==> config.mk <==
export PLATFORM = sky130hd
export DESIGN_NAME = score_display
export DESIGN_NICKNAME = d
export VERILOG_FILES = /design/src/rtl/score_display_pkg.sv /design/src/rtl/bcd_seven_seg.sv /design/src/rtl/score_display.sv
export SDC_FILE = /design/constraint.sdc
export NUM_CORES = 1
export LEC_CHECK = 0
export CORE_AREA = 5 5 85 87
export CTS_BUF_LIST = sky130_fd_sc_hd__clkbuf_2 sky130_fd_sc_hd__clkbuf_4 sky130_fd_sc_hd__clkbuf_8
export DETAILED_ROUTE_END_ITERATION = 6
export DIE_AREA = 0 0 90 92
export GPL_ROUTABILITY_DRIVEN = 0
export GPL_TIMING_DRIVEN = 0
export HOLD_SLACK_MARGIN = 0.05
export PLACE_DENSITY = 0.77
export SYNTH_ARGS = -nofsm -noshare
export SYNTH_HDL_FRONTEND = slang
export SYNTH_HIERARCHICAL = 1
export SYNTH_SLANG_ARGS = --single-unit
==> constraint.sdc <==
create_clock -name clk -period 18.4 [get_ports clk]
set_input_delay 3.68 -clock clk [delete_from_list [all_inputs] [get_ports clk]]
set_output_delay 3.68 -clock clk [all_outputs]
set_load 0.02 [all_outputs]
==> src/rtl/score_display_pkg.sv <==
`default_nettype none
// ============================================================================
// Module      : score_display_pkg
// Description : Shared glyphs, BCD width and scan-state type for score_display.
// Revision    : 1.0 - initial release
// ============================================================================
package score_display_pkg;

    localparam int BCD_W = 4;

    // Active-low glyphs, bit0 = a ... bit6 = g
    localparam logic [6:0] SEG_0   = 7'h40;
    localparam logic [6:0] SEG_1   = 7'h79;
    localparam logic [6:0] SEG_2   = 7'h24;
    localparam logic [6:0] SEG_3   = 7'h30;
    localparam logic [6:0] SEG_4   = 7'h19;
    localparam logic [6:0] SEG_5   = 7'h12;
    localparam logic [6:0] SEG_6   = 7'h02;
    localparam logic [6:0] SEG_7   = 7'h78;
    localparam logic [6:0] SEG_8   = 7'h00;
    localparam logic [6:0] SEG_9   = 7'h10;
    localparam logic [6:0] SEG_OFF = 7'h7F;

    typedef enum logic [0:0] {
        IDLE = 1'b0,
        SCAN = 1'b1
    } scan_state_t;

endpackage
`default_nettype wire

==> src/rtl/bcd_seven_seg.sv <==
`default_nettype none
// ============================================================================
// Module      : bcd_seven_seg
// Description : Combinational BCD digit to active-low seven-segment decoder.
// Revision    : 1.0 - initial release
// ============================================================================
module bcd_seven_seg
    import score_display_pkg::*;
(
    input  logic [BCD_W-1:0] i_bcd,
    output logic [6:0]       o_seg
);

    always_comb begin
        o_seg = SEG_OFF;
        case (i_bcd)
            4'd0:    o_seg = SEG_0;
            4'd1:    o_seg = SEG_1;
            4'd2:    o_seg = SEG_2;
            4'd3:    o_seg = SEG_3;
            4'd4:    o_seg = SEG_4;
            4'd5:    o_seg = SEG_5;
            4'd6:    o_seg = SEG_6;
            4'd7:    o_seg = SEG_7;
            4'd8:    o_seg = SEG_8;
            4'd9:    o_seg = SEG_9;
            default: o_seg = SEG_OFF;
        endcase
    end

endmodule
`default_nettype wire

==> src/rtl/score_display.sv <==
`default_nettype none
// ============================================================================
// Module      : score_display
// Description : N-digit BCD score accumulator with multiplexed 7-seg scan.
//               Define SCORE_DISPLAY_BLANK_EN for leading-zero blanking.
// Revision    : 1.0 - initial release
// ============================================================================
module score_display
    import score_display_pkg::*;
#(
    parameter int NUM_DIGITS = 4,
    parameter int SCAN_DIV   = 100000,
    parameter int SATURATE   = 1
) (
    input  logic                        clk,
    input  logic                        rst,
    input  logic                        add_pulse,
    input  logic [3:0]                  add_value,
    input  logic                        clear,
    input  logic                        pause,
    output logic [BCD_W*NUM_DIGITS-1:0] score_bcd,
    output logic                        overflow,
    output logic [6:0]                  seg,
    output logic [NUM_DIGITS-1:0]       an
);

    localparam int SCORE_W = BCD_W * NUM_DIGITS;
    localparam int DIV_W   = (SCAN_DIV > 1) ? $clog2(SCAN_DIV) : 1;
    localparam int IDX_W   = (NUM_DIGITS > 1) ? $clog2(NUM_DIGITS) : 1;
    localparam logic [DIV_W-1:0]   DIV_LAST  = DIV_W'(SCAN_DIV - 1);
    localparam logic [IDX_W-1:0]   IDX_TOP   = IDX_W'(NUM_DIGITS - 1);
    localparam logic [SCORE_W-1:0] ALL_NINES = {NUM_DIGITS{4'h9}};

    logic [SCORE_W-1:0]    score_q, score_d;
    logic                  overflow_q, overflow_d;
    scan_state_t           state_q, state_d;
    logic [DIV_W-1:0]      div_cnt_q, div_cnt_d;
    logic [IDX_W-1:0]      index_q, index_d;
    logic [6:0]            seg_q, seg_d;
    logic [NUM_DIGITS-1:0] an_q, an_d;

    logic [3:0]            w_add_clamped;
    logic [NUM_DIGITS:0]   w_carry;
    logic [SCORE_W-1:0]    w_sum_bcd;
    logic                  w_tc;
    logic [IDX_W-1:0]      w_next_idx;
    logic [BCD_W-1:0]      w_digit;
    logic [NUM_DIGITS-1:0] w_onehot;
    logic [6:0]            w_glyph;
    logic                  w_blank;

    assign w_add_clamped = (add_value > 4'd9) ? 4'd9 : add_value;
    assign w_carry[0]    = 1'b0;

    // Single-cycle ripple-carry BCD add; only digit 0 receives the points
    for (genvar i = 0; i < NUM_DIGITS; i++) begin : g_bcd_add
        logic [3:0] w_addend;
        logic [4:0] w_raw;
        if (i == 0) begin : g_lsd
            assign w_addend = w_add_clamped;
        end else begin : g_upper
            assign w_addend = 4'd0;
        end
        assign w_raw = {1'b0, score_q[i*BCD_W +: BCD_W]} + {1'b0, w_addend} + {4'd0, w_carry[i]};
        assign w_carry[i+1] = (w_raw > 5'd9);
        assign w_sum_bcd[i*BCD_W +: BCD_W] = w_carry[i+1] ? 4'(w_raw - 5'd10) : w_raw[3:0];
    end

    always_comb begin
        score_d    = score_q;
        overflow_d = overflow_q;
        if (clear) begin
            score_d    = '0;
            overflow_d = 1'b0;
        end else if (add_pulse && !pause) begin
            score_d = w_sum_bcd;
            if (w_carry[NUM_DIGITS]) begin
                overflow_d = 1'b1;
                if (SATURATE != 0) begin
                    score_d = ALL_NINES;
                end
            end
        end
    end

    assign w_tc      = (div_cnt_q == DIV_LAST);
    assign div_cnt_d = w_tc ? '0 : div_cnt_q + 1'b1;

    // The first terminal count lights the current (leftmost) index without advancing
    always_comb begin
        w_next_idx = index_q;
        if (state_q == SCAN) begin
            w_next_idx = (index_q == '0) ? IDX_TOP : index_q - 1'b1;
        end
    end

    always_comb begin
        w_digit  = '0;
        w_onehot = '0;
        for (int i = 0; i < NUM_DIGITS; i++) begin
            if (w_next_idx == IDX_W'(i)) begin
                w_digit     = score_q[i*BCD_W +: BCD_W];
                w_onehot[i] = 1'b1;
            end
        end
    end

`ifdef SCORE_DISPLAY_BLANK_EN
    logic [NUM_DIGITS-1:0] w_lead_zero;

    for (genvar i = 0; i < NUM_DIGITS; i++) begin : g_lead_zero
        if (i == NUM_DIGITS - 1) begin : g_top
            assign w_lead_zero[i] = (score_q[i*BCD_W +: BCD_W] == 4'd0);
        end else begin : g_lower
            assign w_lead_zero[i] = (score_q[i*BCD_W +: BCD_W] == 4'd0) && w_lead_zero[i+1];
        end
    end

    always_comb begin
        w_blank = 1'b0;
        for (int i = 0; i < NUM_DIGITS; i++) begin
            if (w_next_idx == IDX_W'(i)) begin
                w_blank = (i != 0) && w_lead_zero[i];
            end
        end
    end
`else
    assign w_blank = 1'b0;
`endif

    bcd_seven_seg u_dec (
        .i_bcd (w_digit),
        .o_seg (w_glyph)
    );

    // Scan FSM: state register
    always_ff @(posedge clk) begin
        if (rst) begin
            state_q <= IDLE;
        end else begin
            state_q <= state_d;
        end
    end

    // Scan FSM: next state
    always_comb begin
        state_d = state_q;
        if (state_q == IDLE && w_tc) begin
            state_d = SCAN;
        end
    end

    // Scan FSM: outputs, updated only at a digit advance
    always_comb begin
        index_d = index_q;
        seg_d   = seg_q;
        an_d    = an_q;
        if (w_tc) begin
            index_d = w_next_idx;
            if (w_blank) begin
                seg_d = SEG_OFF;
                an_d  = '1;
            end else begin
                seg_d = w_glyph;
                an_d  = ~w_onehot;
            end
        end
    end

    always_ff @(posedge clk) begin
        if (rst) begin
            score_q    <= '0;
            overflow_q <= 1'b0;
            div_cnt_q  <= '0;
            index_q    <= IDX_TOP;
            seg_q      <= SEG_OFF;
            an_q       <= '1;
        end else begin
            score_q    <= score_d;
            overflow_q <= overflow_d;
            div_cnt_q  <= div_cnt_d;
            index_q    <= index_d;
            seg_q      <= seg_d;
            an_q       <= an_d;
        end
    end

    assign score_bcd = score_q;
    assign overflow  = overflow_q;
    assign seg       = seg_q;
    assign an        = an_q;

endmodule
`default_nettype wire

==> tab_implementation.tex <==
\begin{tabular}{lr}
\hline
Metric & Value \\
\hline
\multicolumn{2}{l}{\textbf{Worst setup path}} \\
\quad Data required time at the worst endpoint & approximately 19 ns \\
\quad Crit path top cell by count & sky130\_fd\_sc\_hd\_\_ha\_1 \\
\quad Capturing element type of the critical path & flip-flop \\
\quad Bufs and invs on worst path & 5 \\
\quad Critical Path Start Type & input port \\
\quad Largest fanout on the critical path & 10 \\
\quad Cell type group with the largest total delay on the critical path & adder cells \\
\quad Worst path arrival time & approximately 10 ns \\
\quad Category of the critical setup timing path & in2reg \\
\quad CP max stage delay & $\sim$0.52 ns \\
\quad Crit-path slowest cell & sky130\_fd\_sc\_hd\_\_clkdlybuf4s50\_1 \\
\multicolumn{2}{l}{\textbf{Clock tree}} \\
\quad Number of resized instances in the post-cts repair step & 0 \\
\quad Clock root cell & sky130\_fd\_sc\_hd\_\_clkbuf\_8 \\
\quad Number of buffers added for setup after CTS & 0 \\
\quad Sink count of the clock tree & 48 \\
\quad Clock latency reported for the late side of the worst-skew pair & $\sim$0.31 ns \\
\quad Number of buffers inserted for hold repair after clock tree synthesis & 0 \\
\quad Clock buffers created by TritonCTS & 5 \\
\quad Clock-pin slew on the worst setup and hold paths & roughly 0.10 ns \\
\quad H-tree depth & 2 \\
\quad Maximum clock path buffer count & 2 \\
\quad Clock tree from TritonCTS & yes \\
\multicolumn{2}{l}{\textbf{Route}} \\
\quad Routed Antenna Nets & 0 \\
\quad Avg WL per Cell & between 10 and 15 um \\
\quad Residual DRC count & 0 \\
\quad First-pass DRT Iterations & 4 \\
\quad Final routed wirelength across all metal layers & 7000 um \\
\quad Detail-routed via count per cell & around 5.7 \\
\quad DR iter-0 viols & 142 \\
\quad Overall via count from detail\_route & $\sim$2,900 \\
\multicolumn{2}{l}{\textbf{Global route}} \\
\quad Initial antenna violation count & 0 \\
\quad Global-route wire length before repair & 12,100 um \\
\quad Maximum number of pins on one net before global-route repair & 17 \\
\quad Overall global routing resource usage & approximately 17\% \\
\quad Leftover overflow at the end of global routing & 0 \\
\quad Vias in the first global route & 2,645 \\
\multicolumn{2}{l}{\textbf{Layout}} \\
\quad \# nets final & 459 \\
\quad Multi-input combinational cell area & between 0.0015 and 0.002 sq mm \\
\quad Area growth from synthesis to layout & 18.1\% \\
\quad Proportion of layout cells with a drive suffix above 1 & 6.50\% \\
\quad Antenna Diode Count & 0 \\
\quad Fill count & 567 \\
\quad Most common cell after layout, fill and taps aside & sky130\_fd\_sc\_hd\_\_nor2\_1 \\
\quad Top library cells by usage in the layout, fill and taps aside & 55 x sky130\_fd\_sc\_hd\_\_nor2\_1, 48 x sky130\_fd\_sc\_hd\_\_dfxtp\_1, 35 x sky130\_fd\_sc\_hd\_\_clkdlybuf4s50\_1 \\
\quad Core Util, Final & 58.5\% \\
\quad Sequential cell area & roughly 960 sq um \\
\multicolumn{2}{l}{\textbf{Floorplan}} \\
\quad Die ar. & a little over 0.008 sq mm \\
\quad Die extent in y & approximately 92 um \\
\quad Horizontal die dimension & about 90 um \\
\quad Standard-cell rows & 29 \\
\quad Starting utilization of the core area & between 40\% and 50\% \\
\quad I/O pins & 37 \\
\quad Core ar. & approximately 0.0063 sq mm \\
\multicolumn{2}{l}{\textbf{Hold path}} \\
\quad Hold Path Class & reg2reg \\
\multicolumn{2}{l}{\textbf{Synth}} \\
\quad Adder-cell share of the synthesized area & about 8.3\% \\
\quad Proportion of synthesized chip area in sequential cells & a little under a third \\
\quad Yosys warning count & 6 \\
\quad Simple-gate share of the synthesized area & between 20\% and 30\% \\
\quad Distinct cell type count after synthesis & between 50 and 60 \\
\quad Fraction of registers with async set or reset after synthesis & 0\% \\
\quad Number of flip-flops and latches in the synthesized netlist & 48 \\
\quad Netlist area before placement & between 0.003 and 0.004 sq mm \\
\quad Syn Inst Count & around 390 \\
\quad Post-synthesis compound-gate area fraction & a little over a fifth \\
\quad Top\_reg\_cell synth & sky130\_fd\_sc\_hd\_\_dfxtp\_1 \\
\quad Mux share of post-synthesis cell area & between 2 and 2.5\% \\
\quad Post-synthesis average cell area & 8.01 sq um \\
\quad Combinational family with the most area after synthesis & simple AND/OR/NAND/NOR gates \\
\quad Net Count, Synth & around 420 \\
\quad Xor and xnor area share after synthesis & between 5 and 6\% \\
\quad Number of enable-type register cells in the synthesized netlist & 0 \\
\multicolumn{2}{l}{\textbf{Timing}} \\
\quad Max-slew headroom at the worst pin & about 66\% \\
\quad Setup clock skew after layout & between 0.006 and 0.007 ns \\
\quad Max Clk Rate & roughly 0.10 GHz \\
\quad Worst-case setup margin in the final layout & between 8 and 9 ns \\
\quad Hold violation total from the final report & 0 \\
\quad Pin slew with the least headroom to its limit & approximately 0.5 ns \\
\quad Unrepaired setup endpoints after global routing & false \\
\quad Final critical-path required period & between 9 and 10 ns \\
\quad Count of final max-slew check failures & 0 \\
\quad Fin crit share & $\sim$52\% \\
\quad Total setup violations reported at the end of the flow & 0 \\
\quad Fin Setup TNS & 0 ns \\
\multicolumn{2}{l}{\textbf{Job}} \\
\quad Reported max-cap violation count & 0 \\
\multicolumn{2}{l}{\textbf{Power and ir drop}} \\
\quad Pwr Density & between 50 and 60 mW/mm\^{}2 \\
\quad Reported leakage power & roughly 1.4 nW \\
\quad Worst voltage drop across the vdd grid & $\sim$0.000048 V \\
\quad Overall power of the completed layout & roughly 200 uW \\
\multicolumn{2}{l}{\textbf{Placement}} \\
\quad Post-detail-place hpwl & $\sim$5200 um \\
\quad IO buf count & 35 \\
\quad Worst slack at placement & roughly 8.6 ns \\
\multicolumn{2}{l}{\textbf{Status}} \\
\quad Result of the run & completed \\
\hline
\end{tabular}
final cells by class:
cell class / instances / share of cell area, %
plain buffers: 23 / 3.82
clock buffers: 5 / 1.87
clock inverters: 3 / 1.29
inverters: 15 / 1.53
multi-input cells: 302 / 53.2
flip-flops and latches: 48 / 26.2
well taps: 77 / 2.62
repair buffers: 35 / 9.54
power by group:
part	switching, mW	leakage (nW)	total (mW)	internal (mW)
clock network	0.0387	0.0583	0.0797	0.0410
registers	0.00115	0.388	0.106	0.105
logic	0.00854	0.910	0.0153	0.00681
total	0.0484	1.36	0.201	0.153
cell families after synthesis:
logic type / count (synthesis)
AND/OR/NAND/NOR: 159
XOR/XNOR: 19
buffers and inverters: 38
flip-flops: 48
adder cells (fa/ha/maj): 20
AO/OA/AOI/OAI: 98
multiplexers: 6
routing by layer:
layer,wire (um),vias up,global-route usage (%)
met1,3340,1343,22.5
met5,0,-,0
met4,67,0,3.47
li1,-,1468,-
met3,296,9,3.19
met2,3290,60,28.7
worst register-to-register path: cells and delay by family (launching register included):
kind / cells / cell delay [ns]
XOR/XNOR: 1 / 0.27
AND/OR/NAND/NOR: 5 / 0.64
AO/OA/AOI/OAI: 9 / 1.67
adder cells (fa/ha/maj): 8 / 2.24
flip-flops: 1 / 0.40
buffers and inverters: 4 / 0.71
final timing paths:
path | startpoint | to | slack (ns) | cells after the start
hold reg to reg | div_cnt_q[0]$_SDFF_PP0_ | div_cnt_q[0]$_SDFF_PP0_ | 0.47 | 1
setup reg to reg | score_bcd[0]$_SDFFE_PP0P_ | score_bcd[2]$_SDFFE_PP0P_ | 12.43 | 27
hold / removal | div_cnt_q[0]$_SDFF_PP0_ | div_cnt_q[0]$_SDFF_PP0_ | 0.47 | 1
setup / recovery | add_value[3] | score_bcd[2]$_SDFFE_PP0P_ | 8.79 | 30
registers in the layout, indices dropped and copies added (netlist names):
register / count
an: 4
div_cnt_q: 17
index_q: 2
overflow: 1
score_bcd: 16
seg: 7
state_q: 1
cell usage after synthesis (2+ instances only):
master / count / area, sq um
sky130_fd_sc_hd__mux2i_1: 3 / 30.0
sky130_fd_sc_hd__nor2_1: 55 / 206
sky130_fd_sc_hd__a21oi_1: 17 / 85.1
sky130_fd_sc_hd__inv_1: 15 / 56.3
sky130_fd_sc_hd__nand2b_1: 13 / 81.3
sky130_fd_sc_hd__buf_4: 2 / 15.0
sky130_fd_sc_hd__o21ai_0: 24 / 120
sky130_fd_sc_hd__or2_1: 2 / 12.5
sky130_fd_sc_hd__o221ai_1: 4 / 35.0
sky130_fd_sc_hd__a211o_1: 9 / 78.8
sky130_fd_sc_hd__mux2_2: 3 / 33.8
sky130_fd_sc_hd__clkbuf_1: 12 / 45.0
sky130_fd_sc_hd__o2111ai_1: 2 / 17.5
sky130_fd_sc_hd__dfxtp_1: 48 / 961
sky130_fd_sc_hd__xor2_1: 11 / 96.3
sky130_fd_sc_hd__a32o_1: 3 / 30.0
sky130_fd_sc_hd__o22ai_1: 6 / 37.5
sky130_fd_sc_hd__ha_1: 19 / 238
sky130_fd_sc_hd__buf_2: 4 / 20.0
sky130_fd_sc_hd__o21bai_1: 6 / 45.0
sky130_fd_sc_hd__buf_6: 4 / 45.0
sky130_fd_sc_hd__nand4_1: 7 / 43.8
sky130_fd_sc_hd__a31oi_1: 4 / 25.0
sky130_fd_sc_hd__nand2_1: 22 / 82.6
sky130_fd_sc_hd__xnor2_1: 8 / 70.1
sky130_fd_sc_hd__a22o_1: 5 / 43.8
sky130_fd_sc_hd__nor3_1: 10 / 50.1
sky130_fd_sc_hd__and4_1: 3 / 26.3
sky130_fd_sc_hd__or3_1: 6 / 37.5
sky130_fd_sc_hd__and3_1: 4 / 25.0
sky130_fd_sc_hd__nand3_1: 9 / 45.0
sky130_fd_sc_hd__or2_2: 2 / 12.5
sky130_fd_sc_hd__nor2b_1: 15 / 93.8
sky130_fd_sc_hd__o211ai_1: 7 / 52.6
sky130_fd_sc_hd__a22oi_1: 4 / 30.0
through the flow:
step	hold slack (ns)	cells	cell area [sq um]
finish	0.474	508	3670
floorplan	0.430	388	3110
global placement	0.442	500	3560
global route	0.515	508	3670
detailed placement	0.457	500	3560
CTS	0.480	508	3670
Note: power is estimated with default switching activity, not from simulation.
